`src/rtl/serdes_lb_pkg.sv`:
```
// Shared constants, enums and the LFSR step function for the SERDES loopback BIST.
package serdes_lb_pkg;

   localparam logic [7:0]  K28_5     = 8'hBC;
   localparam logic [7:0]  K23_7     = 8'hF7;
   localparam logic [15:0] CAFE_WORD = 16'hCAFE;
   localparam logic [31:0] LFSR_SEED = 32'hFFFF_FFFF;
   // Feedback taps for x^32 + x^22 + x^2 + x + 1 (state bits 31, 21, 1, 0).
   localparam logic [31:0] LFSR_TAPS = 32'h8020_0003;

   typedef enum logic [1:0] {
      MODE_FIXED = 2'd0,
      MODE_COUNT = 2'd1,
      MODE_LFSR  = 2'd2,
      MODE_RSVD  = 2'd3
   } mode_e;

   typedef enum logic [1:0] {
      ST_HUNT   = 2'd0,
      ST_CHECK  = 2'd1,
      ST_LOCKED = 2'd2
   } state_e;

   function automatic logic [31:0] lfsr_next(input logic [31:0] s);
      return {s[30:0], ^(s & LFSR_TAPS)};
   endfunction

endpackage

```
`src/rtl/serdes_lb_pattern.sv`:
```
// Payload pattern source; one copy drives TX, a second predicts the expected RX payload.
module serdes_lb_pattern
   import serdes_lb_pkg::*;
#(
   parameter int DATA_W = 64
) (
   input  logic              clk_i,
   input  logic              rstn_i,
   input  logic              restart_i,
   input  logic              step_i,
   input  logic [1:0]        mode_i,
   output logic [DATA_W-1:0] pattern_o
);

   localparam int REP = (DATA_W + 31) / 32;

   logic [DATA_W-1:0]  cnt_q, cnt_d;
   logic [31:0]        lfsr_q, lfsr_d;
   logic [REP*32-1:0]  lfsr_rep_s;

   assign lfsr_rep_s = {REP{lfsr_q}};

   // next-state for counter and LFSR
   always_comb begin
      cnt_d  = cnt_q;
      lfsr_d = lfsr_q;
      if (restart_i) begin
         cnt_d  = '0;
         lfsr_d = LFSR_SEED;
      end else if (step_i) begin
         cnt_d  = cnt_q + DATA_W'(1);
         lfsr_d = lfsr_next(lfsr_q);
      end else begin
         cnt_d  = cnt_q;
         lfsr_d = lfsr_q;
      end
   end

   // pattern state registers
   always_ff @(posedge clk_i or negedge rstn_i) begin
      if (!rstn_i) begin
         cnt_q  <= '0;
         lfsr_q <= LFSR_SEED;
      end else begin
         cnt_q  <= cnt_d;
         lfsr_q <= lfsr_d;
      end
   end

   // payload selection; reserved mode behaves as fixed
   always_comb begin
      pattern_o = '0;
      case (mode_e'(mode_i))
         MODE_COUNT: pattern_o = cnt_q;
         MODE_LFSR:  pattern_o = lfsr_rep_s[DATA_W-1:0];
         default:    pattern_o = {(DATA_W/16){CAFE_WORD}};
      endcase
   end

endmodule

```
`src/rtl/serdes_lb_bist.sv`:
```
// SERDES loopback BIST: framed TX pattern generator plus RX checker with
// HUNT/CHECK/LOCKED lock tracking and saturating word/error counters.
module serdes_lb_bist
   import serdes_lb_pkg::*;
#(
   parameter int DATA_W      = 64,
   parameter int FRAME_LEN   = 16,
   parameter int LOCK_FRAMES = 4,
   parameter int LOSS_ERRS   = 8,
   parameter int CNT_W       = 32
) (
   input  logic                  clk_i,
   input  logic                  rstn_i,
   input  logic                  en_i,
   input  logic [1:0]            mode_i,
   input  logic                  clear_i,
   output logic [DATA_W-1:0]     tx_data_o,
   output logic [DATA_W/8-1:0]   tx_char_is_k_o,
   input  logic [DATA_W-1:0]     rx_data_i,
   input  logic [DATA_W/8-1:0]   rx_char_is_k_i,
   input  logic [DATA_W/8-1:0]   rx_not_in_table_i,
   input  logic [DATA_W/8-1:0]   rx_disp_err_i,
   output logic [1:0]            state_o,
   output logic                  locked_o,
   output logic                  err_o,
   output logic [CNT_W-1:0]      word_cnt_o,
   output logic [CNT_W-1:0]      err_cnt_o
);

   localparam int BYTES = DATA_W / 8;
   localparam int SEQ_W = DATA_W - 8;
   localparam int POS_W = $clog2(FRAME_LEN);
   localparam int LF_W  = $clog2(LOCK_FRAMES + 1);
   localparam int LE_W  = $clog2(LOSS_ERRS + 1);

   localparam logic [DATA_W-1:0] IDLE_WORD = DATA_W'({K23_7, K28_5});
   localparam logic [BYTES-1:0]  IDLE_K    = BYTES'(2'b11);
   localparam logic [BYTES-1:0]  COMMA_K   = BYTES'(1'b1);
   localparam logic [POS_W-1:0]  LAST_POS  = POS_W'(FRAME_LEN - 1);

   // ---------------- generator ----------------
   logic              gen_active_q, gen_active_d;
   logic [POS_W-1:0]  gen_pos_q, gen_pos_d;
   logic [SEQ_W-1:0]  gen_seq_q, gen_seq_d;
   logic [DATA_W-1:0] tx_data_q, tx_data_d;
   logic [BYTES-1:0]  tx_k_q, tx_k_d;
   logic              gen_restart_s, gen_step_s;
   logic [DATA_W-1:0] gen_pat_s;

   serdes_lb_pattern #(.DATA_W(DATA_W)) u_gen_pat (
      .clk_i     (clk_i),
      .rstn_i    (rstn_i),
      .restart_i (gen_restart_s),
      .step_i    (gen_step_s),
      .mode_i    (mode_i),
      .pattern_o (gen_pat_s)
   );

   // en_i is only looked at between frames, so a started frame always completes
   always_comb begin
      gen_active_d  = gen_active_q;
      gen_pos_d     = gen_pos_q;
      gen_seq_d     = gen_seq_q;
      tx_data_d     = IDLE_WORD;
      tx_k_d        = IDLE_K;
      gen_restart_s = 1'b0;
      gen_step_s    = 1'b0;
      if (!gen_active_q) begin
         if (en_i) begin
            tx_data_d     = {gen_seq_q, K28_5};
            tx_k_d        = COMMA_K;
            gen_seq_d     = gen_seq_q + SEQ_W'(1);
            gen_restart_s = 1'b1;
            gen_active_d  = 1'b1;
            gen_pos_d     = POS_W'(1);
         end else begin
            tx_data_d = IDLE_WORD;
            tx_k_d    = IDLE_K;
         end
      end else begin
         tx_data_d  = gen_pat_s;
         tx_k_d     = '0;
         gen_step_s = 1'b1;
         if (gen_pos_q == LAST_POS) begin
            gen_active_d = 1'b0;
            gen_pos_d    = '0;
         end else begin
            gen_pos_d = gen_pos_q + POS_W'(1);
         end
      end
   end

   // generator registers
   always_ff @(posedge clk_i or negedge rstn_i) begin
      if (!rstn_i) begin
         gen_active_q <= 1'b0;
         gen_pos_q    <= '0;
         gen_seq_q    <= '0;
         tx_data_q    <= IDLE_WORD;
         tx_k_q       <= IDLE_K;
      end else begin
         gen_active_q <= gen_active_d;
         gen_pos_q    <= gen_pos_d;
         gen_seq_q    <= gen_seq_d;
         tx_data_q    <= tx_data_d;
         tx_k_q       <= tx_k_d;
      end
   end

   assign tx_data_o      = tx_data_q;
   assign tx_char_is_k_o = tx_k_q;

   // ---------------- checker ----------------
   state_e            state_q, state_d;
   logic [POS_W-1:0]  chk_pos_q, chk_pos_d;
   logic [SEQ_W-1:0]  exp_seq_q, exp_seq_d;
   logic [LF_W-1:0]   frames_q, frames_d;
   logic [LE_W-1:0]   loss_q, loss_d;
   logic [CNT_W-1:0]  word_cnt_q, word_cnt_d, err_cnt_q, err_cnt_d;
   logic              err_q, err_d, locked_q, locked_d;
   logic              chk_restart_s, chk_step_s, word_err_s, count_word_s;
   logic              rx_idle_s, rx_comma_s, rx_code_err_s;
   logic [SEQ_W-1:0]  rx_seq_s;
   logic [DATA_W-1:0] chk_pat_s;

   serdes_lb_pattern #(.DATA_W(DATA_W)) u_chk_pat (
      .clk_i     (clk_i),
      .rstn_i    (rstn_i),
      .restart_i (chk_restart_s),
      .step_i    (chk_step_s),
      .mode_i    (mode_i),
      .pattern_o (chk_pat_s)
   );

   assign rx_idle_s     = (rx_data_i == IDLE_WORD) && (rx_char_is_k_i == IDLE_K);
   assign rx_comma_s    = (rx_data_i[7:0] == K28_5) && (rx_char_is_k_i == COMMA_K);
   assign rx_code_err_s = (|rx_not_in_table_i) || (|rx_disp_err_i);
   assign rx_seq_s      = rx_data_i[DATA_W-1:8];

   // lock state machine and word classification; idle words leave everything untouched
   always_comb begin
      state_d       = state_q;
      chk_pos_d     = chk_pos_q;
      exp_seq_d     = exp_seq_q;
      frames_d      = frames_q;
      loss_d        = loss_q;
      chk_restart_s = 1'b0;
      chk_step_s    = 1'b0;
      word_err_s    = 1'b0;
      count_word_s  = 1'b0;
      case (state_q)
         ST_HUNT: begin
            if (!rx_idle_s && rx_comma_s && !rx_code_err_s) begin
               exp_seq_d     = rx_seq_s + SEQ_W'(1);
               chk_pos_d     = POS_W'(1);
               chk_restart_s = 1'b1;
               frames_d      = '0;
               state_d       = ST_CHECK;
            end else begin
               state_d = ST_HUNT;
            end
         end
         ST_CHECK, ST_LOCKED: begin
            if (!rx_idle_s) begin
               if (chk_pos_q == '0) begin
                  word_err_s    = rx_code_err_s || !rx_comma_s || (rx_seq_s != exp_seq_q);
                  chk_restart_s = 1'b1;
                  exp_seq_d     = rx_seq_s + SEQ_W'(1);
               end else begin
                  word_err_s = rx_code_err_s || (|rx_char_is_k_i) || (rx_data_i != chk_pat_s);
                  chk_step_s = 1'b1;
               end
               chk_pos_d = (chk_pos_q == LAST_POS) ? '0 : chk_pos_q + POS_W'(1);
               if (state_q == ST_CHECK) begin
                  // a frame counts as clean once the following comma also checks out
                  if (word_err_s) begin
                     state_d = ST_HUNT;
                  end else if ((chk_pos_q == '0) && (frames_q == LF_W'(LOCK_FRAMES - 1))) begin
                     state_d = ST_LOCKED;
                     loss_d  = '0;
                  end else if (chk_pos_q == '0) begin
                     frames_d = frames_q + LF_W'(1);
                  end else begin
                     frames_d = frames_q;
                  end
               end else begin
                  count_word_s = 1'b1;
                  if (word_err_s && (loss_q == LE_W'(LOSS_ERRS - 1))) begin
                     state_d = ST_HUNT;
                     loss_d  = '0;
                  end else if (word_err_s) begin
                     loss_d = loss_q + LE_W'(1);
                  end else begin
                     loss_d = '0;
                  end
               end
            end else begin
               state_d = state_q;
            end
         end
         default: state_d = ST_HUNT;
      endcase
   end

   // saturating counters; clear wins over a same-cycle increment
   always_comb begin
      word_cnt_d = word_cnt_q;
      err_cnt_d  = err_cnt_q;
      if (clear_i) begin
         word_cnt_d = '0;
         err_cnt_d  = '0;
      end else begin
         if (count_word_s && (word_cnt_q != {CNT_W{1'b1}})) begin
            word_cnt_d = word_cnt_q + CNT_W'(1);
         end else begin
            word_cnt_d = word_cnt_q;
         end
         if (count_word_s && word_err_s && (err_cnt_q != {CNT_W{1'b1}})) begin
            err_cnt_d = err_cnt_q + CNT_W'(1);
         end else begin
            err_cnt_d = err_cnt_q;
         end
      end
      err_d    = word_err_s;
      locked_d = (state_d == ST_LOCKED);
   end

   // checker registers
   always_ff @(posedge clk_i or negedge rstn_i) begin
      if (!rstn_i) begin
         state_q    <= ST_HUNT;
         chk_pos_q  <= '0;
         exp_seq_q  <= '0;
         frames_q   <= '0;
         loss_q     <= '0;
         word_cnt_q <= '0;
         err_cnt_q  <= '0;
         err_q      <= 1'b0;
         locked_q   <= 1'b0;
      end else begin
         state_q    <= state_d;
         chk_pos_q  <= chk_pos_d;
         exp_seq_q  <= exp_seq_d;
         frames_q   <= frames_d;
         loss_q     <= loss_d;
         word_cnt_q <= word_cnt_d;
         err_cnt_q  <= err_cnt_d;
         err_q      <= err_d;
         locked_q   <= locked_d;
      end
   end

   assign state_o    = state_q;
   assign locked_o   = locked_q;
   assign err_o      = err_q;
   assign word_cnt_o = word_cnt_q;
   assign err_cnt_o  = err_cnt_q;

endmodule

```
`config.mk`:
```
export PLATFORM = sky130hd
export DESIGN_NAME = serdes_lb_bist
export DESIGN_NICKNAME = d
export VERILOG_FILES = /design/src/rtl/serdes_lb_pkg.sv /design/src/rtl/serdes_lb_pattern.sv /design/src/rtl/serdes_lb_bist.sv
export SDC_FILE = /design/constraint.sdc
export NUM_CORES = 1
export LEC_CHECK = 0
export CORE_MARGIN = 4
export CORE_UTILIZATION = 40
export CTS_CLUSTER_SIZE = 14
export DETAILED_ROUTE_END_ITERATION = 10
export PLACE_DENSITY = 0.62
export SYNTH_ARGS = -nofsm -noshare
export SYNTH_HDL_FRONTEND = slang
export SYNTH_SLANG_ARGS = --single-unit
export TNS_END_PERCENT = 20
```
`constraint.sdc`:
```
create_clock -name clk_i -period 3.1 [get_ports clk_i]
set_input_delay 0.31 -clock clk_i [delete_from_list [all_inputs] [get_ports clk_i]]
set_output_delay 0.31 -clock clk_i [all_outputs]
set_load 0.02 [all_outputs]
```
==> results.md <==
- Status: finished clean
- Final setup vio count: 0
- RSZ-0062 raised after global routing: yes
- Worst Setup End Kind: flop
- GR peak layer: met2
- Clock-pin transition on the worst setup and hold timing paths: 60 ps
- Port buffer count: 227
- Synth area leaders: dfrtp_1, dfstp_2, nand2_1
- Count leader, synth: nand2_1
- Post-Syn Instances: 2678
- Die X-Extent: 256 µm
- Pre-antenna DRT Iters: 7
- Final Hold Fails: 0
- Largest net degree at the start of global routing: 89
- Num CTS Buffers: 50
- Starting Density: 40.5%
- Avg WL per Cell: 20.4 µm
- Switching Power: 5.60 mW
- Clock skew: 70.0 ps
- CTS root buffer: clkbuf_16
- # DRC: 0
- Total die area: 65400 µm²
- Max_cap viols: 0
- Register area share after synthesis: 46.7%
- H-tree lvl count: 2
- Initial antenna violation count: 0
- CTS max path bufs: 3
- Slowest-stage cell, CP: or4_4
- P_leak: 13.3 nW
- CP max stage delay: 530 ps
- Number of global-route vias before repair: 21500
- HPWL after DPL: 58.4 mm
- Area share of the largest cell type after synthesis: 38.3%
- Antenna viol nets, final: 0
- Synth Register Bits: 454
- Area Overhead vs Synth: 27.5%
- Worst-skew pair later-pin latency: 630 ps
- Overall routing resource usage: 23.6%
- Power per Cell Area: 576 nW/µm²
- Worst Path Required: 3590 ps
- Critical path buffers and inverters: 3
- Crit Path Max Fanout: 10
- Mapped Area: 24600 µm²
- Post-synth top cells: nand2_1, dfrtp_1, nor2_1
- Top FF cell, synth: dfrtp_1
- Syn avg cell area: 9.17 µm²
- DP Cell Count: 3780
- GPL Wtd Cong: 0.912
- Inserted Diodes: 0
- GRT Residual Overflow: 0
- I/O pin cnt: 234
- Max-Slew Margin vs Limit: 38.0%
- Layout net count: 3180
- Clock power share: 35.7%
- GR Layer Usage met1: 31.8%
- Min cycle time layout: 3000 ps
- TritonCTS clock tree: built
- CP top delay family: simple AND/OR/NAND/NOR gates
- Synth area leader: dfrtp_1
- Switching part of the total: 31.0%
- Final wirelength: 79.4 mm
- Ys Warns: 0
- Slew Viols, Final: 0
- # rows: 90
- Sequential Power Share: 44.2%
- Worst EP arrival: 3490 ps
- F_max: 333 MHz
- First-pass GRT wire length: 125 mm
- Layout cells sized above 1: 16.9%
- Share of power burned in combinational logic: 20.1%
- CP startpoint kind: input port
- Worst Tran Pin Value: 929 ps
- Post-synth EDFFs: 0
- FFs w/ async S/R, synth: 100%
- Core area: 60600 µm²
- Routing usage on met2: 40.1%
- Tcrit/Tclk final: 96.9%
- Post-route insts no fill: 3891
- Met3 usage: 3.44%
- HP Class: in -> reg
- Crit path cell chain: dlygate4sd2_1 > buf_4 > ha_4 > bufbuf_16 > a221oi_4 > xor2_1 > nand3_1 > or4_4 > nor4_4 > a31oi_4 > nand3_4 > or2_2 > mux2_2
- Total internal power: 12.4 mW
- Die H: 256 µm
- Worst vdd ir: 0.547 mV
- Synth unique cells: 85
- Post-layout util: 51.7%
- Num Clock Sinks: 454
- DR vias/cell: 5.55
- Vias: 21600
- Initial DRC Count: 1746
- Reg-to-reg slack, setup: 140 ps
- Kind of critical path: in -> reg
-- final cells by class --
cell class / instances / area, µm²
fillers: 5504 / 29300
multi-input cells: 2008 / 12200
flip-flops and latches: 454 / 11500
repair buffers: 516 / 4730
clock buffers: 77 / 1480
well taps: 782 / 978
clock inverters: 16 / 315
inverters: 38 / 143
-- metrics by stage --
| stage | area, µm² | setup slack [ps] | setup TNS (ps) | hold slack (ps) | total power, mW |
|---|---|---|---|---|---|
| after floorplan | 24600 | -16.1 | -62.4 | 14.4 | 9.74 |
| after global placement | 29100 | -847 | -76210 | 431 | 11.5 |
| after detailed placement | 29100 | -835 | -78340 | 453 | 11.6 |
| after CTS | 31300 | 34.1 | 0 | 88.2 | 18.2 |
| after global routing | 31300 | -15.0 | -39.4 | 96.4 | 18.9 |
| final | 31300 | 95.8 | 0 | 126 | 18.0 |
-- layout by cell type, fill, tap and decap left out, types with 78 or more instances in the layout --
master	n
dfrtp_1	374
o21ai_0	189
xnor2_1	159
nand2_1	429
buf_4	263
nand3_1	200
nand4_1	86
clkdlybuf4s50_1	222
xor2_1	158
dfstp_2	78
nor2_1	212
-- what timing repair did --
action | in CTS | in global routing
hold buffers | 1 | 0
endpoints found under the setup margin | 37 | 49
gates resized for setup | 25 | 10
setup buffers | 15 | 0
cloned | 2 | 0
pin swaps | 15 | 8
endpoints found under the hold margin | 54 | 0
-- path summary, 6_finish.rpt --
kind,from,to,cells after the start
hold reg to reg,u_gen_pat.lfsr_q[10]$_DFFE_PN1P_,u_gen_pat.lfsr_q[11]$_DFFE_PN1P_,2
setup reg to reg,u_chk_pat.cnt_q[19]$_DFFE_PN0P_,err_cnt_o[22]$_DFFE_PN0P_,11
setup / recovery,mode_i[1],err_cnt_o[21]$_DFFE_PN0P_,13
max in group asynchronous,rstn_i,u_gen_pat.lfsr_q[8]$_DFFE_PN1P_,3
min in group asynchronous,rstn_i,u_chk_pat.cnt_q[38]$_DFFE_PN0P_,2
hold / removal,en_i,tx_data_o[12]$_DFF_PN1_,3
-- power groups by stage --
stage | clock, mW | combinational, mW | sequential [mW]
2_1_floorplan | 0 | 1.67 | 8.08
3_3_place_gp | 0 | 3.50 | 7.97
3_5_place_dp | 0 | 3.57 | 8.03
4_1_cts | 6.57 | 3.66 | 7.95
5_1_grt | 6.83 | 3.99 | 8.09
6_report | 6.44 | 3.63 | 7.97
-- logic make-up after synthesis --
| kind of cell | after synthesis | synth area share [%] |
|---|---|---|
| muxes | 30 | 1.29 |
| buffers and inverters | 221 | 4.62 |
| other | 1 | 0.0153 |
| and+or+nand+nor | 1208 | 24.1 |
| xor gates and xnor gates | 317 | 11.3 |
| DFF | 454 | 46.7 |
| AOI/OAI and AO/OA | 429 | 11.1 |
| adders and majority gates | 18 | 0.917 |
-- worst reg2reg max path, stage by stage, from the launching register on --
cell and delay, ps:
dfrtp_1 490, a221oi_1 400, buf_4 180, xnor2_1 160, nor4_2 100, nand4_1 140
nor3_4 60, a31oi_4 330, nand2_2 180, buf_4 190, or4_1 470, a21oi_1 160
-- per-layer routing --
layer	vias up	part of all wire, %
li1	10100	-
met1	10700	43
met2	641	49
met3	132	5.3
met4	0	2.7
met5	-	0
-- sequential cells by signal, summed over array words and instances, names as in the netlist --
name / count
tx_data_o: 64
gen_active_q: 1
u_chk_pat.lfsr_q: 32
u_gen_pat.lfsr_q: 32
chk_pos_q: 4
frames_q: 3
tx_char_is_k_o: 2
gen_seq_q: 56
state_o: 2
gen_pos_q: 4
loss_q: 4
locked_o: 1
err_o: 1
u_gen_pat.cnt_q: 64
word_cnt_o: 32
err_cnt_o: 32
u_chk_pat.cnt_q: 64
exp_seq_q: 56
No activity file was read; power rests on OpenSTA's default activity.
==> patch 1: new RTL, same settings <==
Add an input register stage for `rx_data_i`, with the module's reset; this delays it by one clock. The other inputs are not delayed to match.
--- a/src/rtl/serdes_lb_bist.sv
+++ b/src/rtl/serdes_lb_bist.sv
@@ -39,4 +39,14 @@
    localparam logic [POS_W-1:0]  LAST_POS  = POS_W'(FRAME_LEN - 1);
 
+   logic [DATA_W-1:0] rx_data_q;
+
+   always_ff @(posedge clk_i or negedge rstn_i) begin
+      if (!rstn_i) begin
+         rx_data_q <= '0;
+      end else begin
+         rx_data_q <= rx_data_i;
+      end
+   end
+
    // ---------------- generator ----------------
    logic              gen_active_q, gen_active_d;
@@ -133,8 +143,8 @@
    );
 
-   assign rx_idle_s     = (rx_data_i == IDLE_WORD) && (rx_char_is_k_i == IDLE_K);
-   assign rx_comma_s    = (rx_data_i[7:0] == K28_5) && (rx_char_is_k_i == COMMA_K);
+   assign rx_idle_s     = (rx_data_q == IDLE_WORD) && (rx_char_is_k_i == IDLE_K);
+   assign rx_comma_s    = (rx_data_q[7:0] == K28_5) && (rx_char_is_k_i == COMMA_K);
    assign rx_code_err_s = (|rx_not_in_table_i) || (|rx_disp_err_i);
-   assign rx_seq_s      = rx_data_i[DATA_W-1:8];
+   assign rx_seq_s      = rx_data_q[DATA_W-1:8];
 
    // lock state machine and word classification; idle words leave everything untouched
@@ -168,5 +178,5 @@
                   exp_seq_d     = rx_seq_s + SEQ_W'(1);
                end else begin
-                  word_err_s = rx_code_err_s || (|rx_char_is_k_i) || (rx_data_i != chk_pat_s);
+                  word_err_s = rx_code_err_s || (|rx_char_is_k_i) || (rx_data_q != chk_pat_s);
                   chk_step_s = 1'b1;
                end
Formal check against the unedited RTL: not equivalent (a bounded check fails within 4 cycles, from zero or initial values and one cycle with rstn_i low).
==> patch 1 against the original RTL <==
Total power up 8.3%; area after synthesis up 6.8%; non-clock buffer count down 49; first-iteration DRC count up 9.6%; largest cell class is now registers; worst setup slack worse by 0.0082 ns; sequential cell count up 64; design area up 5.8%; routed wire length up 3.8%.
==> patch 1: results (changes against the original RTL) <==
| Step | Quantity | This run | Change |
|---|---|---|---|
| worst hold path | Depth of the worst hold-timing path | 1 | was 3 |
| placed design | GP Congestion | 0.935 | was 0.912 |
| sta | Tightest Pin Transition | 1.12 ns | was 0.929 ns |
| logic synthesis | Cells taking the most area after synthesis | sky130_fd_sc_hd__dfrtp_1 42%, sky130_fd_sc_hd__dfstp_2 7.8%, sky130_fd_sc_hd__nand2_1 6.4% | was sky130_fd_sc_hd__dfrtp_1 38%, sky130_fd_sc_hd__dfstp_2 8.3%, sky130_fd_sc_hd__nand2_1 6.6% |
| logic synthesis | Distinct cell type count of the synthesized netlist | 67 | was 85 |
| detailed routing | Via count normalized by instance count | 5.60 | was 5.55 |
| power and ir drop | Max IR drop VDD | 564 uV | was 547 uV |
| power and ir drop | Switching part of the total power | 0.301 | was 0.310 |
| setup path | Slowest stage cell, crit path | sky130_fd_sc_hd__or4_1 | was sky130_fd_sc_hd__or4_4 |
| setup path | CP max stage delay | 0.55 ns | was 0.53 ns |
| sta | Worst hold margin | 0.0985 ns | was 0.126 ns |
| finish | Fill cells | 5906 | was 5504 |
| setup path | Maximum net fanout on the critical path | 14 | was 10 |
| outcome | Run status | finished clean | unchanged |
| clock network | Insertion delay to the later sink of the worst-skew pair | 0.67 ns | was 0.63 ns |
| global routing | First-pass GRT wire length | 129000 um | was 125000 um |
| power and ir drop | Sequential group power | 0.00882 W | was 0.00797 W |
| power and ir drop | P_leak | 13.9 nW | was 13.3 nW |
| setup path | Count of cells along the worst register-to-register path | 12 | was 11 |
| setup path | Crit Reg-Reg Startpoint | rx_data_q[8] | was u_chk_pat.cnt_q[19] |
| global routing | Pin count of the biggest net entering global routing | 121 | was 89 |
| global routing | Vias in the first global route | 22500 | was 21500 |
| detailed routing | Starting DRT DRC Count | 1913 | was 1746 |
| sta | Fin Clk Skew | 0.0880 ns | was 0.0700 ns |
| finish | Fraction of final layout cells sized beyond drive strength 1 | 0.152 | was 0.169 |
patch 1: kinds of logic (layout without fill, tap and decap cells):
group,Yosys count,count (layout),share of synthesized area
AND/OR/NAND/NOR,1242,1242,0.233
flip-flops,518,518,0.498
AO/OA/AOI/OAI,489,489,0.118
XOR/XNOR,282,282,0.0941
buffers and inverters,224,615,0.0359
multiplexers,30,30,0.0121
adder cells (fa/ha/maj),18,18,0.00858
other,1,6,0.000143
patch 1: metal layers:
| layer | part of all wire | track usage | up-vias |
|---|---|---|---|
| met3 | 0.061 | 0.0344 | 146 |
| met2 | 0.46 | 0.365 | 766 |
| met5 | 0 | 0 | - |
| met4 | 0.027 | 0.0620 | 0 |
| li1 | - | - | 10600 |
| met1 | 0.45 | 0.331 | 11200 |
patch 1: how the worst max path moves through the flow:
stage	start	endpoint	slack [ns]	cells after the start
2_1_floorplan	mode_i[0]	loss_q[0]	0.003	14
3_3_place_gp	mode_i[0]	err_cnt_o[4]	-0.69	14
5_1_grt	mode_i[1]	frames_q[2]	-0.05	14
6_report	rx_data_q[8]	u_chk_pat.cnt_q[40]	0.09	12
4_1_cts	u_chk_pat.lfsr_q[13]	frames_q[2]	-0.02	11
3_5_place_dp	mode_i[0]	err_cnt_o[7]	-0.80	14
patch 1: layout make-up:
type                            count  area (um2)  area share
Sequential cell                   518       13100       0.394
Multi-Input combinational cell   2067       12500       0.376
Timing Repair Buffer              467        4360       0.132
Clock buffer                       85        1670      0.0505
Tap cell                          855        1070      0.0323
Clock inverter                     25         363      0.0110
Inverter                           38         143     0.00431
patch 1: per-stage QoR:
step / setup slack [ns] / cells / cell area (um2) / utilization
3_3_place_gp: -0.693 / 3939 / 30900 / 0.478
2_1_floorplan: 0.00268 / 2809 / 26300 / -
3_5_place_dp: -0.804 / 3939 / 30900 / 0.478
6_report: 0.0876 / 4055 / 33100 / 0.512
5_1_grt: -0.0513 / 4055 / 33100 / 0.512
4_1_cts: -0.0157 / 4055 / 33100 / 0.511
patch 1: repair_timing:
item | CTS | global route
pin swaps | 6 | 4
resized for setup | 15 | 11
endpoints found under the hold margin | 89 | 0
buffers inserted | 5 | 0
gates cloned | 0 | 0
setup endpoints to repair | 191 | 71
hold buffers | 1 | 0
patch 1: worst reg2reg max path, delay by kind of cell (launching register included):
family / cells / cell delay, ns
and+or+nand+nor: 6 / 1.51
adders and majority gates: 1 / 0.22
DFF: 1 / 0.41
buffers and inverters: 3 / 0.47
AOI/OAI and AO/OA: 2 / 0.27
==> patch 2: new RTL, config.mk and constraints unchanged <==
Without the edit above. `CNT_W`: 32 -> 64.
--- a/src/rtl/serdes_lb_bist.sv
+++ b/src/rtl/serdes_lb_bist.sv
@@ -8,5 +8,5 @@
    parameter int LOCK_FRAMES = 4,
    parameter int LOSS_ERRS   = 8,
-   parameter int CNT_W       = 32
+   parameter int CNT_W       = 64
 ) (
    input  logic                  clk_i,
Ports: changed (resized err_cnt_o and word_cnt_o); port bits go from 234 to 298. No check against the original RTL was run, so the function may have changed too.
==> patch 2 against the original RTL <==
Area after synthesis is 12% higher; critical path type is now register to register; worst setup slack gained 0.013 ns; design area up 16%; sequential cell count grew 64; total power increased by 9.2%; critical path depth stayed put; largest power group unchanged; first-iteration DRC count increased by 36%; routed wire length is 18% higher.
==> patch 2: results (changes against the original RTL) <==
| Step | Quantity | This run | Change |
|---|---|---|---|
| outcome | Run status | finished clean | unchanged |
| global routing | Pin count of the biggest net entering global routing | 83 | was 89 |
| setup path | Timing startpoint of the critical path | chk_pos_q[0] | was mode_i[1] |
| power and ir drop | Net Sw Power | 0.00596 W | was 0.00560 W |
| clock network | CTS Buf Count | 58 | was 50 |
| clock network | Insertion delay to the later sink of the worst-skew pair | 0.65 ns | was 0.63 ns |
| finish | Area growth, synth to finish | 30.9% | was 27.5% |
| sta | Fmax achieved | 334 MHz | was 333 MHz |
| finish | Total number of multi-input combinational cells | 2242 | was 2008 |
| setup path | Slack of the worst reg-to-reg path | 0.11 ns | was 0.14 ns |
| finish | Non-Clock Buffer Area Fraction | 0.161 | was 0.151 |
| logic synthesis | Sequential element share of the synthesized area | 0.473 | was 0.467 |
| power and ir drop | Max IR drop VDD | 501 uV | was 547 uV |
| placed design | Cells after DPL | 4370 | was 3780 |
| clock network | Number of setup buffers added after CTS | 0 | was 15 |
| setup path | CP max stage delay | 0.42 ns | was 0.53 ns |
| finish | Number of signal-net buffers in the layout | 632 | was 516 |
| detailed routing | First-pass detailed-route iteration total | 6 | was 7 |
| global routing | First-pass GRT wire length | 146000 um | was 125000 um |
| sta | Fin Clk Skew | 0.0404 ns | was 0.0700 ns |
| detailed routing | Via count normalized by instance count | 5.58 | was 5.55 |
| logic synthesis | Xor and xnor fraction of the mapped netlist area | 0.113 | about the same |
| placed design | Post-placement cell area | 33700 um2 | was 29100 um2 |
| setup path | Maximum net fanout on the critical path | 8 | was 10 |
| finish | Fraction of area in clock buffers and inverters | 0.0554 | was 0.0574 |
| finish | Clock buffer cells | 83 | was 77 |
[patch 2: routing by layer]
metal / global-route usage / vias up / part of all wire
met1: 0.343 / 12500 / 0.44
met3: 0.0371 / 168 / 0.063
met5: 0 / - / 0
met2: 0.408 / 838 / 0.47
li1: - / 11500 / -
met4: 0.0692 / 0 / 0.029
[patch 2: logic make-up after synthesis]
| family | after synthesis |
|---|---|
| simple gates | 1333 |
| flops | 518 |
| compound gates | 486 |
| xor+xnor | 355 |
| buf+inv | 251 |
| mux | 44 |
| fa+ha+maj | 18 |
| other cells | 1 |
[patch 2: power by group through the flow]
stage	sequential (W)	clock, W	combinational [W]
3_3_place_gp	0.00882	0	0.00362
6_report	0.00879	0.00718	0.00373
4_1_cts	0.00876	0.00733	0.00371
3_5_place_dp	0.00886	0	0.00369
5_1_grt	0.00892	0.00763	0.00405
2_1_floorplan	0.00892	0	0.00171
